<file path="config.mk">
export PLATFORM = sky130hd
export DESIGN_NAME = render_ctrl
export DESIGN_NICKNAME = d
export VERILOG_FILES = /design/src/rtl/render_ctrl.sv
export SDC_FILE = /design/constraint.sdc
export NUM_CORES = 1
export LEC_CHECK = 0
export ABC_AREA = 1
export CAP_MARGIN = 20
export CORE_ASPECT_RATIO = 0.8
export CORE_MARGIN = 4
export CORE_UTILIZATION = 25
export CTS_CLUSTER_SIZE = 30
export DETAILED_ROUTE_END_ITERATION = 12
export PLACE_DENSITY_LB_ADDON = 0.05
export SLEW_MARGIN = 10
export SYNTH_ARGS = -nofsm -noshare
export SYNTH_HDL_FRONTEND = slang
export SYNTH_SLANG_ARGS = --single-unit
export TNS_END_PERCENT = 30
</file>
<file path="constraint.sdc">
create_clock -name clock -period 2.5 [get_ports clock]
set_clock_uncertainty 0.05 [all_clocks]
set_input_delay 0.5 -clock clock [delete_from_list [all_inputs] [get_ports clock]]
set_output_delay 0.5 -clock clock [all_outputs]
set_load 0.02 [all_outputs]
</file>
<file path="src/rtl/render_ctrl.sv">
// rtl/render_ctrl.sv - drawing sequencer: full-screen copy, board redraw and single-tile redraw into one plot stream
module render_ctrl #(
    parameter int SCREEN_W = 160,
    parameter int SCREEN_H = 120,
    parameter int COLS     = 20,
    parameter int ROWS     = 15
) (
    input  logic        clock,
    input  logic        reset,
    input  logic        screen_req,
    input  logic        board_req,
    input  logic        tile_req,
    input  logic [4:0]  tile_col,
    input  logic [3:0]  tile_row,
    output logic        busy,
    output logic        done,
    output logic [14:0] screen_addr,
    input  logic [2:0]  screen_pix,
    output logic [8:0]  map_addr,
    input  logic [1:0]  map_code,
    output logic [1:0]  sprite_sel,
    output logic [5:0]  sprite_addr,
    input  logic [2:0]  sprite_pix,
    output logic [7:0]  vga_x,
    output logic [6:0]  vga_y,
    output logic [2:0]  vga_colour,
    output logic        vga_plot
);

    typedef enum logic [2:0] {IDLE, SCR, MAP_RD, MAP_WAIT, SPR, FIN} state_t;

    state_t     state, state_n;
    logic [7:0] x;
    logic [6:0] y;
    logic [4:0] col;
    logic [3:0] row;
    logic [5:0] spr;
    logic [1:0] sel;
    logic       board_mode;
    logic       scr_mode;

    logic       tile_ok;
    logic       last_x, last_y, last_col, last_row, last_spr;
    logic [7:0] px;
    logic [6:0] py;
    logic       pvalid;

    assign tile_ok  = (tile_col < 5'(COLS)) && (tile_row < 4'(ROWS));
    assign last_x   = (x == 8'(SCREEN_W - 1));
    assign last_y   = (y == 7'(SCREEN_H - 1));
    assign last_col = (col == 5'(COLS - 1));
    assign last_row = (row == 4'(ROWS - 1));
    assign last_spr = (spr == 6'd63);

    // Addresses are pure functions of the walk counters; 160 = 128+32 and 20 = 16+4
    assign screen_addr = 15'({y, 7'b0}) + 15'({y, 5'b0}) + 15'(x);
    assign map_addr    = 9'({row, 4'b0}) + 9'({row, 2'b0}) + 9'(col);
    assign sprite_addr = spr;
    assign sprite_sel  = sel;
    assign busy        = (state != IDLE);
    assign vga_colour  = scr_mode ? screen_pix : sprite_pix;

    // State register
    always_ff @(posedge clock or posedge reset) begin
        if (reset) state <= IDLE;
        else       state <= state_n;
    end

    // Next-state: accept one request from IDLE by priority, then walk it to FIN
    always_comb begin
        state_n = state;
        case (state)
            IDLE: begin
                if (screen_req)                          state_n = SCR;
                else if (board_req || (tile_req && tile_ok)) state_n = MAP_RD;
            end
            SCR:      if (last_x && last_y) state_n = FIN;
            MAP_RD:   state_n = MAP_WAIT;
            MAP_WAIT: state_n = SPR;
            SPR: begin
                if (last_spr)
                    state_n = (!board_mode || (last_col && last_row)) ? FIN : MAP_RD;
            end
            FIN:      state_n = IDLE;
            default:  state_n = IDLE;
        endcase
    end

    // Walk counters, mode flags and the latched tile code
    always_ff @(posedge clock or posedge reset) begin
        if (reset) begin
            x          <= '0;
            y          <= '0;
            col        <= '0;
            row        <= '0;
            spr        <= '0;
            sel        <= '0;
            board_mode <= 1'b0;
            scr_mode   <= 1'b0;
        end else begin
            case (state)
                IDLE: begin
                    if (screen_req) begin
                        scr_mode <= 1'b1;
                        x        <= '0;
                        y        <= '0;
                    end else if (board_req) begin
                        scr_mode   <= 1'b0;
                        board_mode <= 1'b1;
                        col        <= '0;
                        row        <= '0;
                    end else if (tile_req && tile_ok) begin
                        scr_mode   <= 1'b0;
                        board_mode <= 1'b0;
                        col        <= tile_col;
                        row        <= tile_row;
                    end
                end
                SCR: begin
                    if (last_x) begin
                        x <= '0;
                        y <= last_y ? 7'd0 : y + 7'd1;
                    end else begin
                        x <= x + 8'd1;
                    end
                end
                MAP_WAIT: begin
                    sel <= map_code;
                    spr <= '0;
                end
                SPR: begin
                    spr <= spr + 6'd1;
                    // Board walk advances row-major; the final tile leaves the counters parked
                    if (last_spr && board_mode && !(last_col && last_row)) begin
                        if (last_col) begin
                            col <= '0;
                            row <= row + 4'd1;
                        end else begin
                            col <= col + 5'd1;
                        end
                    end
                end
                default: ;
            endcase
        end
    end

    // Pixel coordinate for the address currently presented to the ROMs
    always_comb begin
        px     = x;
        py     = y;
        pvalid = 1'b0;
        if (state == SCR) begin
            pvalid = 1'b1;
        end else if (state == SPR) begin
            px     = {col, 3'b000} + {5'b0, spr[2:0]};
            py     = {row, 3'b000} + {4'b0, spr[5:3]};
            pvalid = 1'b1;
        end
    end

    // Plot stage lines up with ROM read latency; done follows the FIN cycle
    always_ff @(posedge clock or posedge reset) begin
        if (reset) begin
            vga_x    <= '0;
            vga_y    <= '0;
            vga_plot <= 1'b0;
            done     <= 1'b0;
        end else begin
            vga_x    <= px;
            vga_y    <= py;
            vga_plot <= pvalid;
            done     <= (state == FIN);
        end
    end

endmodule

</file>
**Yosys cells after proc, flatten, opt, wreduce, memory -nomap -nowiden**

Cells that the tools add are included.

- Bits in latches: 0
- Word-level logic and storage cells: 107
- Memories kept: 0
- Output and inout bits: 53
- Bits in registers: 54
- Bits in read-only memories: 0
- Input port bits: 22
- Memory bits (writable): 0

- Magnitude comparators: 2
- Shifts and indexed selects: 0
- $mul: 0
- Divide/modulo/power cells: 0
- Reduce and logical (&&, ||, !) cells: 24
- Equal/unequal tests: 19
- $add $sub $neg: 11
- Bitwise operators: 1
- Multiplexer cells: 37

Operators by type and width:

| operator | number |
|---|---|
| two-way mux 7 bit | 5 |
| two-way mux 8 bit | 4 |
| two-way mux 5 bit | 5 |
| two-way mux 4 bit | 5 |
| two-way mux 3 bit | 6 |
| case mux 8 bit (2 select lines) | 1 |
| adder 14 x 12 -> 15 bit | 1 |
| adder 15 x 8 -> 15 bit | 1 |
| case mux 3 bit (5 select lines) | 1 |
| inequality test 2 bit, second input constant | 7 |
| case mux 7 bit (2 select lines) | 1 |
| case mux 6 bit (2 select lines) | 1 |
| case mux 5 bit (2 select lines) | 1 |
| adder 8 x 6 -> 9 bit | 1 |
| adder 9 x 5 -> 9 bit | 1 |
| AND reduction 3 bit | 3 |
| adder 8 x 1 -> 8 bit, second input constant | 1 |
| adder 8 x 3 -> 8 bit | 1 |
| == test 8 bit, second input constant | 1 |
| case mux 4 bit (2 select lines) | 1 |
| nonzero test 2 bit | 4 |
| adder 7 x 1 -> 7 bit, second input constant | 1 |
| adder 7 x 3 -> 7 bit | 1 |
| == test 7 bit, second input constant | 1 |
| other kinds (22) | 39 |

**Depth between registers and ports, before layout**

Gate-level depths: netlist (run 1).

- Word-level depth: 7
- Gate-level depth with buffers: 10
- Mapped depth without buffers: 10

**Worst setup path after synthesis (run 1)**

No wires, ideal clock.

- Kind: register to output
- Start point: reg row[0]
- End point: out map_addr[7]
- Arrival: 2.050 ns
- Data required time: 1.950 ns
- Cell stages (with the launch flop): 7
- Setup slack: -0.100 ns
- Buffers on the path: 0
- Cell sequence: dfrtp_1 > inv_1 > fa_1 > fa_1 > o21ai_0 > a21oi_1 > xor2_1

- Word-level cells in the longest chain between the ends: 2

RTL lines:

| what | RTL line | RTL |
|---|---|---|
| start, declared | 36 | `logic [3:0] row;` |
| start signal, assigned | 116 | `row <= tile_row;` |
| start signal, assigned | 137 | `row <= row + 4'd1;` |
| adder 8 x 6 -> 9 bit | 57 | `assign map_addr = 9'({row, 4'b0}) + 9'({row, 2'b0}) + 9'(col);` |
| adder 9 x 5 -> 9 bit | 57 |  |
| end, declared | 19 | `output logic [8:0] map_addr,` |

No other way between the ends.

**Worst setup path in the final report (run 1)**

- Start point: reg row[0]
- End point: out map_addr[8]

Same word-level chain as after synthesis.

==> impl_metrics.csv, run 1 <==
group,metric,value,unit
logic_synthesis,syn_avg_cell_area,7.98,um2
logic_synthesis,synthMuxAreaShare,0.0157,
placed_design,io_buffer_count,74,
critical_path,arrival,2.26,ns
logic_synthesis,synth_top_family_by_area,"simple AND/OR/NAND/NOR gates",
logic_synthesis,synth_flop_cell,"dfrtp_1",
clocking,cts_hold_buf,0,
global_route,grt_overflow,0,
critical_path,cp_slowest_cell,"fa_1",
critical_path,cp_common_cell,"nor2_1",
drt,wl_per_cell,14.0,um
placed_design,routabilityCongestion,0.746,
timing,min_period_over_period,1.12,
power_and_ir_drop,irDropWorstVdd,468,uV
global_route,grt_max_degree,40,
layout,layout_common_cells,"nand2_1 (101), clkdlybuf4s50_1 (59), dfrtp_1 (54)",
timing,fin_ws,-0.310,ns
run_status,status,"finished with violations",
logic_synthesis,yosys.area.top_type,"dfrtp_1",
floorplanning,core_region_area,13800,um2
critical_path,critPathMaxFanout,2,
clocking,insertion_delay,0.30,ns
logic_synthesis,synth_top_area_share,0.378,
layout,drive_gt1_frac,0.203,
placed_design,dpl.hpwl,8000,um
logic_synthesis,yosysWarnings,0,
logic_synthesis,yosys-top-cells-area,"dfrtp_1 (38%), nand2_1 (11%), ha_1 (9.1%), inv_1 (6.0%), nand3_1 (5.2%)",
layout,fillers,1460,
floorplanning,die-area,16300,um2
flow_run,cap_viol_max_count,0,
clocking,htreeDepth,2,
drt,num_vias,3330,
logic_synthesis,syn-cell-area,3580,um2
logic_synthesis,synth_edf_count,0,
timing,fmax,356,MHz
floorplanning,initial_core_util,0.259,
hold_path,hold_class,"reg2reg",
global_route,grt_pass1_wl,17400,um
clocking,clk_path_buf_depth,2,
critical_path,crit_path_start_kind,"register",
logic_synthesis,synth-simple-area-share,0.264,
logic_synthesis,ys_types,37,
logic_synthesis,synth-compound-area-share,0.103,
critical_path,crit_chain,"inv_2 > fa_1 > inv_1 > ha_1 > a21oi_1 > nor2_1 > nor2_1 > nor2_1 > nor2_1 > nor2_1 > buf_4",
critical_path,cp_slowest_stage_delay,0.55,ns
timing,relSlewSlack,0.645,
drt,viasPerCell,4.51,
timing,hold_viol_final,0,
global_route,grt_pass1_vias,3395,
layout,fin_util,0.366,
timing,finalMaxSlewViolations,0,
logic_synthesis,syn_nets,500,
run_status,failed_checks,"negative setup slack",
logic_synthesis,synthAdderAreaFrac,0.113,
global_route,antenna_found_initial,0,
floorplanning,io_pins,75,
power_and_ir_drop,pwr_density_cell,1110,nW/um2
placed_design,dp_cells,725,
layout,diodes,0,
logic_synthesis,ys_seq_area_frac,0.378,
layout,instances_no_fill,738,
logic_synthesis,synth_xor_area_frac,0.0343,
logic_synthesis,netlist_instances,448,
global_route,grt_use_total,0.132,
critical_path,reg2reg_slack,0.60,ns
clocking,clk_pin_slew,0.07,ns
timing,setup_viol,12,
drt,drc,0,
power_and_ir_drop,leakagePower,2.47,nW
floorplanning,die_h,115,um
critical_path,critPathKind,"reg2out",
clocking,cts_root_buffer,"clkbuf_16",
layout,fin_nets,609,
timing,worstMarginPinSlew,0.531,ns
logic_synthesis,async_flop_share,1.00,
drt,firstDrtPassIters,4,
critical_path,cp.required,1.95,ns
critical_path,cp-end-kind,"output port",
clocking,tritoncts,"done",
logic_synthesis,ys_ff_latch,54,
placed_design,dp_slack,-0.489,ns
timing,finalCriticalPeriod,2.81,ns
floorplanning,die_width,142,um
layout,final_common_cell,"nand2_1",
drt,ant_nets,0,
drt,initialDrtViolationCount,204,
timing,rsz0062_at_grt,"yes",
clocking,cts_buffers,5,
drt,routed_wl,10300,um
clocking,cts.sinks,54,
layout,area_growth,41.1,%
floorplanning,rows,38,
## registers in the layout, summed over array words and instances, names as in the netlist
name	flops
board_mode	1
col	5
done	1
row	4
scr_mode	1
sprite_addr	6
sprite_sel	2
state	3
vga_plot	1
vga_x	8
vga_y	7
x	8
y	7
## path summary, 6_finish.rpt
check / start / endpoint / cells past startpoint
min in group asynchronous: reset / vga_x[3] / 3
max in group asynchronous: reset / vga_y[6] / 3
worst min-delay path: sprite_sel[0] / sprite_sel[0] / 1
worst min register to register: sprite_sel[0] / sprite_sel[0] / 1
worst max register to register: col[0] / row[0] / 10
worst max-delay path: row[0] / map_addr[8] / 11
## report_power, final
group	switching (mW)	internal (mW)	total, mW	leakage (nW)
combinational	1.76	1.66	3.42	1.72
clock	0.343	0.404	0.747	0.0770
sequential	0.260	1.16	1.42	0.669
## repair_timing
action                                  CTS  global route
endpoints found under the setup margin   14            14
setup buffers                             1             4
gates resized for setup                  81            19
gates cloned                              0             0
pin swaps                                11             9
## metal layers
layer | wire length, um | part of all wire | global-route usage | vias up
li1 | - | - | - | 1683
met1 | 5180 | 0.50 | 0.191 | 1565
met2 | 4540 | 0.44 | 0.203 | 74
met3 | 519 | 0.050 | 0.0337 | 8
met4 | 72 | 0.0070 | 0.0211 | 0
met5 | 0 | 0 | 0 | -
## critical path, delay by kind of cell (launching register included)
| family | cells | cell delay [ns] |
|---|---|---|
| AOI/OAI and AO/OA | 1 | 0.06 |
| adders and majority gates | 2 | 0.82 |
| buffers and inverters | 3 | 0.25 |
| DFF | 1 | 0.37 |
| and+or+nand+nor | 5 | 0.47 |
## stage by stage
| stage | hold WS, ns | total power, mW | setup TNS [ns] | instance area [um2] |
|---|---|---|---|---|
| 2_1_floorplan | 0.447 | 3.23 | -0.0618 | 3590 |
| 3_5_place_dp | 0.442 | 4.72 | -4.90 | 4740 |
| 5_1_grt | 0.507 | 6.08 | -3.40 | 5050 |
| 4_1_cts | 0.473 | 5.50 | -2.56 | 4930 |
| 6_report | 0.472 | 5.59 | -2.17 | 5050 |
| 3_3_place_gp | 0.439 | 4.73 | -4.77 | 4740 |
## cell usage after synthesis, types with 6 or more instances
cell / instances
nand2_1: 102
inv_1: 57
dfrtp_1: 54
nand3_1: 37
o21ai_0: 37
nor2_1: 32
ha_1: 26
nand4_1: 14
o21ai_1: 10
a21oi_1: 8
buf_4: 8
xor2_1: 8
xnor2_1: 6
## layout make-up
type,count,area (um2),share of cell area
clock buffer,6,139,0.0275
timing repair buffer,115,1030,0.204
inverter,61,236,0.0469
multi-input combinational,320,2050,0.406
clock inverter,2,17.5,0.00347
sequential,54,1350,0.268
tap,180,225,0.0446
## cell families after synthesis
logic type	count (synthesis)
buffers and inverters	74
flip-flops	54
AND/OR/NAND/NOR	203
XOR/XNOR	14
AO/OA/AOI/OAI	68
multiplexers	5
adder cells (fa/ha/maj)	30
Note: power is estimated with default switching activity, not from simulation.
==> run 2, diff against run 1 <==
REMOVE_ABC_BUFFERS = 1   (was default)
==> impl_metrics.csv, run 2 (same netlist as run 1, synthesis figures left out) <==
group,metric,value,unit
layout,layout_common_cells,"nand2_1 (101), clkdlybuf4s50_1 (60), dfrtp_1 (54)",
drt,wl_met2,4360,um
timing,fin_ws,-0.255,ns
critical_path,arrival,2.21,ns
layout,top_regs,"vga_x: 8 flops, x: 8 flops",
floorplanning,die_width,142,um
flow_run,cap_viol_max_count,0,
timing,min_period_over_period,1.10,
hold_path,hold_class,"in2async",
layout,area_growth,40.7,%
critical_path,cp.required,1.95,ns
run_status,failed_checks,"negative setup slack",
placed_design,io_buffer_count,74,
critical_path,r2r_end,"row[3]",
placed_design,dpl.hpwl,7910,um
floorplanning,io_pins,75,
timing,hold-worst-slack,0.380,ns
critical_path,r2r_start,"col[0]",
critical_path,crit_path_start_kind,"register",
placed_design,routabilityCongestion,0.775,
power_and_ir_drop,irDropWorstVdd,549,uV
timing,setup_viol,12,
floorplanning,initial_core_util,0.259,
layout,design_area,5030,um2
power_and_ir_drop,total_power,5.59,mW
drt,wl_met1,5300,um
layout,fin_nets,606,
timing,rsz0062_at_grt,"yes",
global_route,grt_overflow,0,
clocking,clk_pin_slew,0.07,ns
layout,drive_gt1_frac,0.204,
floorplanning,die_h,115,um
timing,hold_viol_final,0,
drt,num_vias,3270,
layout,fin_util,0.365,
layout,diodes,0,
global_route,grt_use_total,0.129,
clocking,cts.sinks,54,
critical_path,ff2ff_path_depth,10,
floorplanning,rows,38,
drt,wl_per_cell,14.0,um
clocking,tritoncts,"done",
timing,finalCriticalPeriod,2.76,ns
global_route,grt_pass1_vias,3277,
power_and_ir_drop,leakagePower,2.43,nW
critical_path,critPathMaxFanout,3,
drt,viasPerCell,4.45,
drt,routed_wl,10300,um
placed_design,place_area,4730,um2
floorplanning,core_region_area,13800,um2
timing,fmax,363,MHz
global_route,grt_pass1_wl,16900,um
run_status,status,"finished with violations",
global_route,antenna_found_initial,0,
critical_path,critPathKind,"reg2out",
clocking,clk_path_buf_depth,2,
drt,firstDrtPassIters,5,
critical_path,reg2reg_slack,0.60,ns
layout,final_common_cell,"nand2_1",
timing,fin_tns_setup,-1.91,ns
global_route,grt_max_degree,40,
drt,wl_met3,548,um
clocking,cts_root_buffer,"clkbuf_16",
power_and_ir_drop,pwr_density_cell,1110,nW/um2
clocking,htreeDepth,2,
clocking,insertion_delay,0.30,ns
drt,ant_nets,0,
drt,initialDrtViolationCount,224,
timing,finalMaxSlewViolations,0,
floorplanning,die-area,16300,um2
timing,relSlewSlack,0.678,
timing,worstMarginPinSlew,0.481,ns
clocking,cts_buffers,5,
drt,routed.top_layer,"met4",
drt,drc,0,
critical_path,cp-end-kind,"output port",
-- run 2: changes by cell type in the layout (fill, tap and decap cells not counted), sizes merged --
cell           before  now
clkinvlp            0    1
dlymetal6s2s        1    0
inv                60   61
clkinv              3    1
clkdlybuf4s50      59   60
buf                54   51
-- run 2: area by class of cell --
class,count,area [um2]
clock buffers,6,139
clock inverters,2,16.3
fillers,1439,8750
inverters,61,236
multi-input cells,320,2060
flip-flops and latches,54,1350
well taps,180,225
repair buffers,112,1010
-- run 2: how the worst max path moves through the flow --
stage / from / end / slack, ns
6_report: y[2] / screen_addr[12] / -0.26
5_1_grt: y[2] / screen_addr[12] / -0.37
4_1_cts: row[2] / map_addr[8] / -0.31
3_5_place_dp: col[4] / map_addr[8] / -0.51
3_3_place_gp: col[4] / map_addr[8] / -0.45
2_1_floorplan: row[0] / map_addr[7] / -0.1
-- run 2: critical path: stages, from the launching register on --
cell     delay [ns]
dfrtp_1        0.41
fa_2           0.51
fa_2           0.39
nand4_1        0.10
nand3_2        0.10
buf_6          0.13
xor2_1         0.13
buf_4          0.15
-- run 2: power breakdown --
group | total, mW | switching [mW] | internal, mW
combinational | 3.42 | 1.79 | 1.63
sequential | 1.42 | 0.258 | 1.16
clock | 0.748 | 0.344 | 0.404
-- run 2: timing repair --
action | CTS | global route
pin swaps | 18 | 8
buffers inserted | 3 | 0
hold buffers | 0 | 0
gates resized for setup | 89 | 10
endpoints found under the setup margin | 14 | 14
endpoints found under the hold margin | 0 | 0
-- run 2: metal layers --
metal	GRT usage	vias up
met5	0	-
met4	0.0230	0
met3	0.0349	7
met2	0.196	71
met1	0.186	1505
li1	-	1687
-- run 2: metrics by stage --
stage               cells  setup slack, ns
floorplan             435           -0.100
global placement      724           -0.449
detailed placement    724           -0.505
CTS                   735           -0.313
global route          735           -0.366
finish                735           -0.255
==> run 3, diff against run 2 <==
GPL_TIMING_DRIVEN = 0   (was default)
HOLD_SLACK_MARGIN = 0.12   (was default)
==> impl_metrics.csv, run 3 (same netlist as run 1, synthesis figures left out) <==
group,metric,value,unit
run_status,status,"finished with violations",
run_status,failed_checks,"negative setup slack",
layout,layout_common_cells,"nand2_1 (101), clkdlybuf4s50_1 (59), inv_1 (52)",
layout,area_growth,37.3,%
flow_run,cap_viol_max_count,0,
clocking,clk_pin_slew,0.07,ns
floorplanning,rows,38,
global_route,grt_pass1_wl,16700,um
clocking,cts_hold_buf,0,
timing,finalMaxSlewViolations,0,
power_and_ir_drop,irDropWorstVdd,513,uV
timing,relSlewSlack,0.530,
placed_design,dpl.hpwl,7490,um
layout,instances_no_fill,713,
timing,fin_ws,-0.349,ns
clocking,cts_buffers,5,
critical_path,cp.required,1.95,ns
floorplanning,core_region_area,13800,um2
critical_path,cp-end-kind,"output port",
floorplanning,die_width,142,um
global_route,grt_pass1_vias,3177,
drt,wl_per_cell,14.3,um
timing,worstMarginPinSlew,0.705,ns
critical_path,ff2ff_path_depth,9,
critical_path,crit_end,"map_addr[8]",
critical_path,reg2reg_slack,0.32,ns
drt,firstDrtPassIters,4,
layout,diodes,0,
clocking,htreeDepth,2,
layout,top_regs,"vga_x: 8 flops, x: 8 flops",
layout,design_area,4910,um2
global_route,use_met2,0.193,
critical_path,critPathKind,"reg2out",
critical_path,worstSetupStartpoint,"row[0]",
layout,fillers,1461,
timing,fmax,351,MHz
critical_path,crit_path_start_kind,"register",
clocking,insertion_delay,0.30,ns
global_route,grt_overflow,0,
clocking,clk_path_buf_depth,2,
floorplanning,die-area,16300,um2
drt,initialDrtViolationCount,137,
critical_path,r2r_start,"state[1]",
placed_design,dp_cells,689,
global_route,busiest_layer,"met2",
drt,viasPerCell,4.45,
drt,routed_wl,10200,um
clocking,cts_root_buffer,"clkbuf_16",
timing,hold_viol_final,0,
placed_design,routabilityCongestion,0.731,
critical_path,critPathMaxFanout,3,
global_route,grt_max_degree,55,
global_route,gr-usage-met3,0.0387,
floorplanning,die_h,115,um
drt,ant_nets,0,
hold_path,hold_class,"reg2reg",
timing,setup_viol,13,
global_route,grt_use_total,0.129,
clocking,cts.sinks,54,
layout,final_common_cell,"nand2_1",
critical_path,arrival,2.30,ns
placed_design,place_area,4450,um2
global_route,grt_use_met1,0.185,
layout,drive_gt1_frac,0.188,
drt,num_vias,3175,
placed_design,io_buffer_count,74,
clocking,tritoncts,"done",
power_and_ir_drop,leakagePower,2.34,nW
layout,fin_nets,584,
timing,rsz0062_at_grt,"yes",
timing,min_period_over_period,1.14,
timing,finalCriticalPeriod,2.85,ns
critical_path,r2r_end,"row[1]",
floorplanning,initial_core_util,0.259,
floorplanning,io_pins,75,
global_route,antenna_found_initial,0,
power_and_ir_drop,pwr_density_cell,1120,nW/um2
drt,drc,0,
run 3: cell types whose count changed in the layout (fill, tap and decap cells not counted), moves of 2 or more:
cell,change
a21oi_1,-2
buf_4,-22
dfrtp_1,-12
dfrtp_2,+12
ha_1,+2
ha_2,-2
inv_2,-2
run 3: per-stage QoR:
stage                     hold slack (ns)  TNS [ns]  power (mW)  setup WS, ns   util
after floorplan                     0.447    -0.203        3.13        -0.100      -
after global placement              0.439    -44.05        4.35        -0.703  0.323
after detailed placement            0.447     -6.50        4.35        -0.704  0.323
after CTS                           0.460     -2.49        5.32        -0.377  0.345
after global routing                0.492     -3.60        5.96        -0.477  0.356
final                               0.459     -2.46        5.49        -0.349  0.356
run 3: worst min-delay path by stage:
stage / cells past startpoint / to / slack [ns] / start
floorplan: 2 / board_mode / 0.45 / board_mode
global placement: 1 / sprite_sel[1] / 0.44 / sprite_sel[1]
detailed placement: 1 / sprite_sel[1] / 0.45 / sprite_sel[1]
CTS: 1 / sprite_sel[1] / 0.46 / sprite_sel[1]
global route: 1 / sprite_sel[1] / 0.49 / sprite_sel[1]
finish: 1 / sprite_sel[1] / 0.46 / sprite_sel[1]
run 3: worst max-delay path, stage by stage (launching register included):
cell     delay [ns]
dfrtp_2        0.38
inv_2          0.06
fa_2           0.61
inv_2          0.05
ha_4           0.27
a21oi_4        0.05
nor2_2         0.09
nor2_1         0.05
nor2_1         0.15
nor2_1         0.06
nor2_1         0.09
buf_4          0.14
run 3: timing repair:
action	CTS	global route
pin swaps	9	15
setup endpoints to repair	15	23
setup buffers	10	6
gates resized for setup	89	28
run 3: cell type report:
cell class / instances / area, um2 / area share
Tap cell: 180 / 225 / 0.0458
Multi-Input combinational cell: 320 / 2060 / 0.420
Timing Repair Buffer: 90 / 851 / 0.173
Sequential cell: 54 / 1370 / 0.278
Clock inverter: 2 / 37.5 / 0.00764
Clock buffer: 6 / 129 / 0.0262
Inverter: 61 / 239 / 0.0486
run 3: routing by layer:
metal | routed length, um | up-vias
met2 | 4380 | 54
met4 | 63 | 0
met1 | 5200 | 1480
li1 | - | 1636
met5 | 0 | -
met3 | 582 | 5
run 3: report_power, final:
group | internal [mW] | switching, mW
logic | 1.47 | 1.69
registers | 1.18 | 0.332
clock network | 0.474 | 0.343
total | 3.12 | 2.37
